File: src/rtl/tt_div_pkg.sv
// Shared definitions for the sequential restoring divider.
package tt_div_pkg;

    // Default operand / result width in bits.
    localparam int DIV_WIDTH_DEFAULT = 8;

    // Divider control states.
    typedef enum logic [1:0] {
        IDLE = 2'd0,
        RUN  = 2'd1,
        DONE = 2'd2
    } div_state_t;

endpackage : tt_div_pkg

File: src/rtl/tt_seq_divider_if.sv
// Operand and result handshake bundle for tt_seq_divider.
// The slave modport is the divider side. The master modport is the producer/consumer side.
interface tt_seq_divider_if #(
    parameter int WIDTH = tt_div_pkg::DIV_WIDTH_DEFAULT
);
    // Operand channel.
    logic             in_valid;
    logic             in_ready;
    logic [WIDTH-1:0] dividend;
    logic [WIDTH-1:0] divisor;

    // Result channel.
    logic             out_valid;
    logic             out_ready;
    logic [WIDTH-1:0] quotient;
    logic [WIDTH-1:0] remainder;
    logic             div_by_zero;

    modport slave (
        input  in_valid,
        input  dividend,
        input  divisor,
        input  out_ready,
        output in_ready,
        output out_valid,
        output quotient,
        output remainder,
        output div_by_zero
    );

    modport master (
        output in_valid,
        output dividend,
        output divisor,
        output out_ready,
        input  in_ready,
        input  out_valid,
        input  quotient,
        input  remainder,
        input  div_by_zero
    );

endinterface : tt_seq_divider_if

File: src/rtl/tt_seq_divider_div_step.sv
// One restoring-division iteration, purely combinational.
// Shifts the next dividend bit (MSB of q) into the partial remainder.
// Then it subtracts the divisor when that does not go negative.
module div_step #(
    parameter int WIDTH = 8
) (
    input  logic [WIDTH:0]   r_i,
    input  logic [WIDTH-1:0] q_i,
    input  logic [WIDTH-1:0] divisor_i,
    output logic [WIDTH:0]   r_o,
    output logic [WIDTH-1:0] q_o
);

    logic [WIDTH:0]   r_sh;
    logic [WIDTH-1:0] q_sh;

    assign r_sh = {r_i[WIDTH-1:0], q_i[WIDTH-1]};
    assign q_sh = {q_i[WIDTH-2:0], 1'b0};

    // Trial subtract; keep the shifted remainder if the divisor does not fit.
    always_comb begin
        r_o = r_sh;
        q_o = q_sh;
        if (r_sh >= {1'b0, divisor_i}) begin
            r_o = r_sh - {1'b0, divisor_i};
            q_o = q_sh | {{(WIDTH-1){1'b0}}, 1'b1};
        end
    end

endmodule : div_step

File: src/rtl/tt_seq_divider.sv
// Iterative unsigned restoring divider, one quotient bit per clock.
// The quotient register doubles as the shifting dividend during RUN.
// The partial remainder is kept one bit wider than the operands so the trial subtract cannot overflow.
module tt_seq_divider
    import tt_div_pkg::*;
#(
    parameter int WIDTH = DIV_WIDTH_DEFAULT
) (
    input  logic           clk,
    input  logic           rst,
    tt_seq_divider_if.slave bus
);

    localparam int CW = (WIDTH > 1) ? $clog2(WIDTH) : 1;

    div_state_t       state_q, state_d;
    logic [CW-1:0]    cnt_q,   cnt_d;
    logic [WIDTH-1:0] dvs_q,   dvs_d;
    logic [WIDTH:0]   r_q,     r_d;
    logic [WIDTH-1:0] q_q,     q_d;
    logic             dbz_q,   dbz_d;

    logic [WIDTH:0]   step_r;
    logic [WIDTH-1:0] step_q;

    // A single step unit, reused for every RUN cycle.
    div_step #(.WIDTH(WIDTH)) u_step (
        .r_i       (r_q),
        .q_i       (q_q),
        .divisor_i (dvs_q),
        .r_o       (step_r),
        .q_o       (step_q)
    );

    // State, counter and datapath registers; reset aborts any division in flight.
    always_ff @(posedge clk or posedge rst) begin
        if (rst) begin
            state_q <= IDLE;
            cnt_q   <= '0;
            dvs_q   <= '0;
            r_q     <= '0;
            q_q     <= '0;
            dbz_q   <= 1'b0;
        end else begin
            state_q <= state_d;
            cnt_q   <= cnt_d;
            dvs_q   <= dvs_d;
            r_q     <= r_d;
            q_q     <= q_d;
            dbz_q   <= dbz_d;
        end
    end

    // Next-state and datapath update. Results hold untouched in DONE until they are taken.
    always_comb begin
        state_d = state_q;
        cnt_d   = cnt_q;
        dvs_d   = dvs_q;
        r_d     = r_q;
        q_d     = q_q;
        dbz_d   = dbz_q;
        unique case (state_q)
            IDLE: begin
                if (bus.in_valid) begin
                    dvs_d = bus.divisor;
                    if (bus.divisor == '0) begin
                        // Zero divisor skips iteration: all-ones quotient, dividend as remainder.
                        q_d     = '1;
                        r_d     = {1'b0, bus.dividend};
                        dbz_d   = 1'b1;
                        state_d = DONE;
                    end else begin
                        q_d     = bus.dividend;
                        r_d     = '0;
                        cnt_d   = CW'(WIDTH - 1);
                        dbz_d   = 1'b0;
                        state_d = RUN;
                    end
                end
            end
            RUN: begin
                r_d   = step_r;
                q_d   = step_q;
                cnt_d = cnt_q - CW'(1);
                if (cnt_q == '0) begin
                    state_d = DONE;
                end
            end
            DONE: begin
                if (bus.out_ready) begin
                    state_d = IDLE;
                end
            end
            default: state_d = IDLE;
        endcase
    end

    // Every output decodes directly from registers.
    assign bus.in_ready    = (state_q == IDLE);
    assign bus.out_valid   = (state_q == DONE);
    assign bus.quotient    = q_q;
    assign bus.remainder   = r_q[WIDTH-1:0];
    assign bus.div_by_zero = dbz_q;

endmodule : tt_seq_divider

File: src/flat_wrapper.sv
// flat-port wrapper written by rule: the top's interface ports become plain ports
module tt_seq_divider_flat import tt_div_pkg::*;
#(
    parameter int WIDTH = DIV_WIDTH_DEFAULT
)
  (clk, rst, bus_in_valid, bus_dividend, bus_divisor, bus_out_ready, bus_in_ready, bus_out_valid, bus_quotient, bus_remainder, bus_div_by_zero);
  tt_seq_divider_if #(.WIDTH(WIDTH)) bus_i ();
  input  logic clk;
  input  logic rst;
  input wire logic [$bits(bus_i.in_valid)-1:0] bus_in_valid;
  input wire logic [$bits(bus_i.dividend)-1:0] bus_dividend;
  input wire logic [$bits(bus_i.divisor)-1:0] bus_divisor;
  input wire logic [$bits(bus_i.out_ready)-1:0] bus_out_ready;
  output wire logic [$bits(bus_i.in_ready)-1:0] bus_in_ready;
  output wire logic [$bits(bus_i.out_valid)-1:0] bus_out_valid;
  output wire logic [$bits(bus_i.quotient)-1:0] bus_quotient;
  output wire logic [$bits(bus_i.remainder)-1:0] bus_remainder;
  output wire logic [$bits(bus_i.div_by_zero)-1:0] bus_div_by_zero;
  assign bus_i.in_valid = bus_in_valid;
  assign bus_i.dividend = bus_dividend;
  assign bus_i.divisor = bus_divisor;
  assign bus_i.out_ready = bus_out_ready;
  assign bus_in_ready = bus_i.in_ready;
  assign bus_out_valid = bus_i.out_valid;
  assign bus_quotient = bus_i.quotient;
  assign bus_remainder = bus_i.remainder;
  assign bus_div_by_zero = bus_i.div_by_zero;
  tt_seq_divider #(.WIDTH(WIDTH)) u_core (.clk(clk), .rst(rst), .bus(bus_i));
endmodule
File: config.mk
export PLATFORM = sky130hd
export DESIGN_NAME = tt_seq_divider_flat
export DESIGN_NICKNAME = d
export VERILOG_FILES = /design/src/rtl/tt_div_pkg.sv /design/src/rtl/tt_seq_divider_if.sv /design/src/rtl/tt_seq_divider_div_step.sv /design/src/rtl/tt_seq_divider.sv /design/src/flat_wrapper.sv
export SDC_FILE = /design/constraint.sdc
export NUM_CORES = 1
export LEC_CHECK = 0
export CORE_ASPECT_RATIO = 1.2
export CORE_MARGIN = 3
export CORE_UTILIZATION = 50
export CTS_CLUSTER_SIZE = 20
export DETAILED_ROUTE_END_ITERATION = 7
export PLACE_DENSITY = 0.9
export SETUP_SLACK_MARGIN = 0.1
export SYNTH_ARGS = -nofsm -noshare
export SYNTH_HDL_FRONTEND = slang
export SYNTH_SLANG_ARGS = --single-unit
File: constraint.sdc
create_clock -name clk -period 5.6 [get_ports clk]
set_clock_uncertainty 0.15 [all_clocks]
set_input_delay 0.56 -clock clk [delete_from_list [all_inputs] [get_ports clk]]
set_output_delay 0.56 -clock clk [all_outputs]
set_load 0.02 [all_outputs]
==> flow_metrics.env, run 1 <==
export IMPL_grt_max_degree=34
export IMPL_syn_instance_count=206
export IMPL_final_core_utilization_pct=67.2
export IMPL_peakVddDrop_uv=423
export IMPL_max_slew_violation_count=0
export IMPL_post_route_drc_count=0
export IMPL_worstPathMaxFanout=4
export IMPL_placeableCoreArea_sq_mm=0.00345
export IMPL_floorplan_die_width_microns=61.5
export IMPL_first_global_vias=1553
export IMPL_fin_crit_ns=2.45
export IMPL_ws_path_type="reg -> reg"
export IMPL_clockRootBuffer="sky130_fd_sc_hd__clkbuf_8"
export IMPL_number_of_buffers_created_by_cts=5
export IMPL_number_of_antenna_violations_at_the_first_check_in_global_routing=0
export IMPL_drt_wl_total_mm=4.38
export IMPL_crit_path_start="u_core.dvs_q[1]$_DFFE_PP0P_"
export IMPL_critical_path_endpoint="u_core.r_q[1]$_DFFE_PP0P_"
export IMPL_area_growth_syn_to_layout_pct=25.7
export IMPL_io_pins=39
export IMPL_async_flop_share_pct=100
export IMPL_r2r_end="u_core.r_q[1]$_DFFE_PP0P_"
export IMPL_dp_final_hpwl_mm=3.10
export IMPL_critical_path_arrival_ns=2.48
export IMPL_route_vias_total=1601
export IMPL_grt_ovfl_total=0
export IMPL_tightest_slew_ns=1.19
export IMPL_synth_ff_latch_count=30
export IMPL_worst_path_cell_chain="inv_1, ha_1, nor2b_1, o21ai_0, nand3_1, a41oi_2, mux2_2, o221ai_1"
export IMPL_synth_largest_area_cell="sky130_fd_sc_hd__dfrtp_1"
export IMPL_seq_area_frac_synth_pct=40.7
export IMPL_clkLatencyLatePin_ns=0.29
export IMPL_p_per_area_mw_per_mm2=695
export IMPL_netlist_area_sq_mm=0.00185
export IMPL_setup_worst_path_start_class="flop"
export IMPL_clock_sink_count=30
export IMPL_number_of_warning_messages_in_the_yosys_log=0
export IMPL_finalWeightedCongestion=0.801
export IMPL_cts_clk_slew_worst_paths_ns=0.07
export IMPL_yosysTopAreaCellShare_pct=40.7
export IMPL_drtAntennaViolNets=0
export IMPL_synth_avg_cell_area_sq_um=8.96
export IMPL_drtPass1Iterations=4
export IMPL_synth_main_ff_cell="sky130_fd_sc_hd__dfrtp_1"
export IMPL_timing_critical_path_slowest_cell_delay_ns=0.39
export IMPL_outcome="completed"
export IMPL_num_rows=23
export IMPL_timing_setup_tns_ns=0
export IMPL_setup_viol=0
export IMPL_worstSetupEndpointType="flop"
export IMPL_grt_first_pass_wirelength_mm=7.15
export IMPL_comb_pwr_share_pct=63.0
export IMPL_detail_route_iter0_violations=80
export IMPL_die_h_microns=72.6
export IMPL_worst_r2r_startpoint="u_core.dvs_q[1]$_DFFE_PP0P_"
export IMPL_design_final_nets=273
export IMPL_timing_max_cap_violations=0
export IMPL_timing_critical_path_slowest_stage_cell="sky130_fd_sc_hd__dfrtp_1"
export IMPL_post_route_period_util_pct=43.7
export IMPL_fill_cells=267
export IMPL_mappedNetlistNets=237
export IMPL_postCtsSetupRepairBufs=0
export IMPL_clock_tree_htree_level_count=2
export IMPL_worst_r2r_path_cells=8
export IMPL_post_route_cells_drive_above_1_share_pct=8.23
export IMPL_track_usage_pct=21.5
export IMPL_slew_headroom_pct=20.9
export IMPL_ys_top_cells_by_area="sky130_fd_sc_hd__dfrtp_1 41%, sky130_fd_sc_hd__ha_1 6.8%, sky130_fd_sc_hd__nand2_1 6.5%"
export IMPL_routed_wire_length_per_instance_microns=15.7
export IMPL_rsz_0062_raised_after_global_routing="no"
export IMPL_hold_path_class="reg -> reg"
export IMPL_post_synth_num_cell_types=42
export IMPL_post_cts_hold_buffer_count=0
export IMPL_power_switching_uw=726
export IMPL_power_sequential_fraction_pct=25.5
export IMPL_p_int_uw=889
export IMPL_synth_edff_count=0
export IMPL_fmax_ghz=0.409
export IMPL_floorplan_initialDensity_pct=53.5
export IMPL_antenna_cells_inserted=0
export IMPL_netSwitchingFraction_pct=44.9
export IMPL_post_cts_resized_instances=0
export IMPL_timing_final_hold_violations=0
export IMPL_max_clock_path_buffers=2
export IMPL_crit_required_ns=5.63
export IMPL_r2r_setup_slk_ns=3.15
export IMPL_die_area_sq_mm=0.00446
export IMPL_portBuffers=38
export IMPL_drt_vias_per_instance=5.72
export IMPL_clk_pwr_share_pct=11.5
export IMPL_p_leak_uw=0.000999
export IMPL_clock_tree_from_tritoncts="built"
[routing by layer]
layer / share of wire [%] / global-route usage [%] / up-vias
met5: 0 / 0 / -
met4: 2.1 / 6.60 / 0
met2: 48 / 33.2 / 42
li1: - / - / 794
met1: 45 / 28.7 / 756
met3: 5.0 / 6.55 / 9
[critical path: cells and delay by family (launching register included)]
family | cells | cell delay [ns]
AO/OA/AOI/OAI | 3 | 0.73
adder cells (fa/ha/maj) | 1 | 0.30
buffers and inverters | 1 | 0.07
flip-flops | 1 | 0.39
multiplexers | 1 | 0.38
AND/OR/NAND/NOR | 2 | 0.33
[synthesized netlist by cell type, types with 2 or more instances]
cell type                  count
sky130_fd_sc_hd__o31ai_1       8
sky130_fd_sc_hd__mux2_2        5
sky130_fd_sc_hd__xor2_1        2
sky130_fd_sc_hd__xnor2_1       3
sky130_fd_sc_hd__nor2_1       15
sky130_fd_sc_hd__or4_4         2
sky130_fd_sc_hd__clkbuf_1      7
sky130_fd_sc_hd__o221ai_1      5
sky130_fd_sc_hd__o21ai_0      17
sky130_fd_sc_hd__a31oi_1       3
sky130_fd_sc_hd__dfrtp_1      30
sky130_fd_sc_hd__nor2b_1       4
sky130_fd_sc_hd__nand2_1      32
sky130_fd_sc_hd__inv_1        15
sky130_fd_sc_hd__ha_1         10
sky130_fd_sc_hd__mux2i_1       3
sky130_fd_sc_hd__nand2b_1      4
sky130_fd_sc_hd__a21oi_1       6
sky130_fd_sc_hd__nand3_1       5
sky130_fd_sc_hd__o21ai_1       2
sky130_fd_sc_hd__nor3_1        7
[kinds of logic after synthesis]
kind of cell | synth area share [%]
xor+xnor | 2.37
fa+ha+maj | 7.86
compound gates | 19.3
flops | 40.7
buf+inv | 5.35
simple gates | 19.8
mux | 4.67
[sequential cells by signal (all words and copies together), names as in the netlist]
register and count:
u_core.dvs_q 8, u_core.state_q 2, u_core.cnt_q 3, u_core.bus.div_by_zero 1
u_core.r_q 8, u_core.bus.quotient 8
[layout make-up]
class | count | area (sq um) | area share, %
clock buffer | 7 | 86.3 | 3.72
clock inverter | 1 | 5.00 | 0.216
inverter | 15 | 56.3 | 2.42
multi-input combinational | 152 | 997 | 42.9
sequential | 30 | 751 | 32.3
tap | 37 | 46.3 | 1.99
timing repair buffer | 38 | 380 | 16.4
[layout by cell type, fill, tap and decap left out, drive strengths merged, types with 2 or more instances in the layout]
master / n
mux2: 5
nand2b: 4
nor3: 8
inv: 15
nor2: 16
mux2i: 3
o221ai: 5
clkbuf: 7
o21bai: 2
ha: 10
nand3: 5
o21ai: 19
dfrtp: 30
nand2: 32
or4: 2
nor2b: 4
o31ai: 8
xnor2: 3
clkdlybuf4s50: 38
a31oi: 3
xor2: 2
a21oi: 7
[worst min path at each step]
| stage | start | endpoint | slack (ns) | cells after the start |
|---|---|---|---|---|
| detailed placement | u_core.cnt_q[0]$_DFFE_PP0P_ | u_core.cnt_q[0]$_DFFE_PP0P_ | 0.32 | 1 |
| global placement | u_core.cnt_q[0]$_DFFE_PP0P_ | u_core.cnt_q[0]$_DFFE_PP0P_ | 0.32 | 1 |
| finish | u_core.cnt_q[0]$_DFFE_PP0P_ | u_core.cnt_q[0]$_DFFE_PP0P_ | 0.35 | 1 |
| global route | u_core.bus.quotient[2]$_DFFE_PP0P_ | u_core.bus.quotient[2]$_DFFE_PP0P_ | 0.39 | 2 |
| CTS | u_core.cnt_q[0]$_DFFE_PP0P_ | u_core.cnt_q[0]$_DFFE_PP0P_ | 0.34 | 1 |
| floorplan | u_core.cnt_q[0]$_DFFE_PP0P_ | u_core.cnt_q[0]$_DFFE_PP0P_ | 0.31 | 1 |
[through the flow]
step / power, uW / setup WS [ns] / cells / instance area (sq um) / hold slack [ns]
finish: 1610 / 3.15 / 280 / 2320 / 0.351
global route: 1750 / 3.00 / 280 / 2320 / 0.386
CTS: 1610 / 3.18 / 280 / 2320 / 0.337
detailed placement: 1410 / 2.98 / 272 / 2230 / 0.324
global placement: 1390 / 3.00 / 272 / 2230 / 0.322
floorplan: 1140 / 3.29 / 206 / 1850 / 0.306
[power groups by stage]
stage               Combinational [uW]  Sequential, uW  Clock [uW]
floorplan                          675             462           0
global placement                   977             410           0
detailed placement                1000             414           0
CTS                               1010             409         187
global route                      1120             426         197
finish                            1020             411         186
No activity file was read; power rests on OpenSTA's default activity.
==> inputs of run 2 (changes only) <==
- clock period: 5.6 -> 2.5 ns (I/O delays scaled with it)
==> run 2 against run 1 <==
  * Clock power rose by 150%
  * Critical path depth unchanged
  * Register-to-register slack lost 2.9 ns
  * Count of clock-buffer cells in the layout grew 1
  * Fmax grew 7.2%
  * Utilization rose by 3.6 points
  * Combinational power up 150%
  * First-iteration DRC count is 14% higher
  * Largest cell class unchanged
  * Die area stayed put
  * Final area increased by 5.3%
  * Final cell count rose by 2.9%
  * Critical endpoint unchanged
  * Routed wire length rose by 9.6%
==> flow_metrics.env, run 2 (synthesized netlist as in run 1, its figures left out) <==
export IMPL_fin_crit_ns=2.28
export IMPL_design_final_nets=281
export IMPL_grt_first_pass_wirelength_mm=7.67
export IMPL_r2r_setup_slk_ns=0.22
export IMPL_max_slew_violation_count=0
export IMPL_dp_final_hpwl_mm=3.44
export IMPL_die_h_microns=72.6
export IMPL_clkLatencyLatePin_ns=0.29
export IMPL_worst_r2r_startpoint="u_core.dvs_q[1]$_DFFE_PP0P_"
export IMPL_clock_sink_count=30
export IMPL_grt_ovfl_total=0
export IMPL_critical_path_arrival_ns=2.32
export IMPL_setup_worst_path_start_class="flop"
export IMPL_worstSetupEndpointType="flop"
export IMPL_crit_buf_inv=1
export IMPL_peakVddDrop_uv=1010
export IMPL_clockRootBuffer="sky130_fd_sc_hd__clkbuf_8"
export IMPL_outcome="completed"
export IMPL_setup_viol=0
export IMPL_r2r_end="u_core.r_q[1]$_DFFE_PP0P_"
export IMPL_worstPathMaxFanout=3
export IMPL_timing_max_cap_violations=0
export IMPL_max_clock_path_buffers=2
export IMPL_timing_critical_path_slowest_stage_cell="sky130_fd_sc_hd__dfrtp_1"
export IMPL_routed_wire_length_per_instance_microns=16.7
export IMPL_clk_pwr_share_pct=11.8
export IMPL_tightest_slew_ns=0.614
export IMPL_route_vias_total=1705
export IMPL_finalWeightedCongestion=0.935
export IMPL_cts_clk_slew_worst_paths_ns=0.07
export IMPL_floorplan_die_width_microns=61.5
export IMPL_ws_path_type="reg -> reg"
export IMPL_timing_critical_path_slowest_cell_delay_ns=0.37
export IMPL_netSwitchingFraction_pct=43.9
export IMPL_crit_path_start="u_core.dvs_q[1]$_DFFE_PP0P_"
export IMPL_drt_vias_per_instance=5.92
export IMPL_floorplan_initialDensity_pct=53.5
export IMPL_total_power_uw=3920
export IMPL_area_growth_syn_to_layout_pct=32.5
export IMPL_detail_route_iter0_violations=91
export IMPL_num_rows=23
export IMPL_crit_family="compound AO/OA/AOI/OAI gates"
export IMPL_antenna_cells_inserted=0
export IMPL_p_int_uw=2200
export IMPL_post_dp_cell_area_sq_mm=0.00228
export IMPL_number_of_antenna_violations_at_the_first_check_in_global_routing=0
export IMPL_post_route_drc_count=0
export IMPL_p_leak_uw=0.00105
export IMPL_final_cell_mix="38 x sky130_fd_sc_hd__clkdlybuf4s50_1, 32 x sky130_fd_sc_hd__nand2_1, 29 x sky130_fd_sc_hd__dfrtp_1, 15 x sky130_fd_sc_hd__nor2_1, 15 x sky130_fd_sc_hd__o21ai_0"
export IMPL_portBuffers=38
export IMPL_leading_cell_type_in_the_layout_fill_and_taps_excluded="sky130_fd_sc_hd__clkdlybuf4s50_1"
export IMPL_power_sequential_fraction_pct=23.7
export IMPL_finalInstanceArea_sq_mm=0.00245
export IMPL_worst_path_cell_chain="inv_1, ha_1, nor2b_2, o21ai_2, nand3_1, a41oi_2, mux2_2, o221ai_1"
export IMPL_post_route_period_util_pct=91.3
export IMPL_post_route_cells_drive_above_1_share_pct=14.3
export IMPL_die_area_sq_mm=0.00446
export IMPL_clock_tree_from_tritoncts="built"
export IMPL_first_global_vias=1658
export IMPL_drt_wl_total_mm=4.80
export IMPL_worst_r2r_path_cells=8
export IMPL_comb_pwr_share_pct=64.5
export IMPL_slew_headroom_pct=59.0
export IMPL_grt_max_degree=31
export IMPL_timing_setup_tns_ns=0
export IMPL_io_pins=39
export IMPL_p_per_area_mw_per_mm2=1600
export IMPL_crit_required_ns=2.54
export IMPL_number_of_buffers_created_by_cts=5
export IMPL_hold_path_class="in -> async"
export IMPL_fmax_ghz=0.438
export IMPL_timing_final_hold_violations=0
export IMPL_placeableCoreArea_sq_mm=0.00345
export IMPL_track_usage_pct=23.2
export IMPL_rsz_0062_raised_after_global_routing="yes"
export IMPL_power_switching_uw=1720
export IMPL_clock_tree_htree_level_count=2
export IMPL_drtAntennaViolNets=0
export IMPL_drtPass1Iterations=4
## run 2: cell types whose count changed in the layout (fill, tap and decap cells not counted), moves of 2 or more
cell / before / now
sky130_fd_sc_hd__buf_4: 0 / 8
sky130_fd_sc_hd__ha_1: 10 / 7
sky130_fd_sc_hd__ha_4: 0 / 3
sky130_fd_sc_hd__clkbuf_8: 6 / 8
sky130_fd_sc_hd__o21ai_0: 17 / 15
## run 2: what timing repair did
action / 4_1_cts / 5_1_grt
endpoints found under the hold margin: 0 / 0
pin swaps: 1 / 3
hold buffers: 0 / 0
setup buffers: 1 / 1
setup endpoints to repair: 1 / 8
resized for setup: 0 / 9
## run 2: layer usage
metal,GRT usage [%],up-vias,wire length (microns)
met1,28.2,823,1920
met4,8.49,0,91
li1,-,811,-
met3,6.73,9,268
met5,0,-,0
met2,38.1,62,2520
## run 2: power by group through the flow
stage          logic, uW  registers [uW]  clock network (uW)
3_5_place_dp        2340             916                   0
6_report            2530             929                 464
4_1_cts             2390             912                 467
5_1_grt             2760             959                 489
3_3_place_gp        2250             907                   0
2_1_floorplan       1510            1040                   0
## run 2: stage by stage
stage	instances	setup slack, ns	hold WS [ns]	utilization [%]
floorplan	206	0.186	0.191	-
global placement	278	0.205	0.325	65.9
detailed placement	278	0.105	0.337	65.9
CTS	287	0.123	0.199	69.3
global route	288	0.0730	0.219	70.8
finish	288	0.216	0.182	70.8
## run 2: cell type report
type                       count  area [sq um]
clock buffer                   8           110
fill                         265          1010
inverter                      15          56.3
multi-input combinational    152          1040
sequential                    30           752
tap                           37          46.3
timing repair buffer          46           440
## run 2: worst max-delay path by stage
stage                                           end  depth (start not counted)
after floorplan           u_core.r_q[0]$_DFFE_PP0P_                          7
after global placement    u_core.r_q[1]$_DFFE_PP0P_                          7
after detailed placement  u_core.r_q[1]$_DFFE_PP0P_                          7
after CTS                 u_core.r_q[1]$_DFFE_PP0P_                          7
after global routing      u_core.r_q[1]$_DFFE_PP0P_                          8
final                     u_core.r_q[1]$_DFFE_PP0P_                          8
## run 2: tightest hold or removal path, cell delays in order
cell	delay (ns)
sky130_fd_sc_hd__clkdlybuf4s50_1	0.39
sky130_fd_sc_hd__inv_1	0.05
sky130_fd_sc_hd__buf_4	0.35
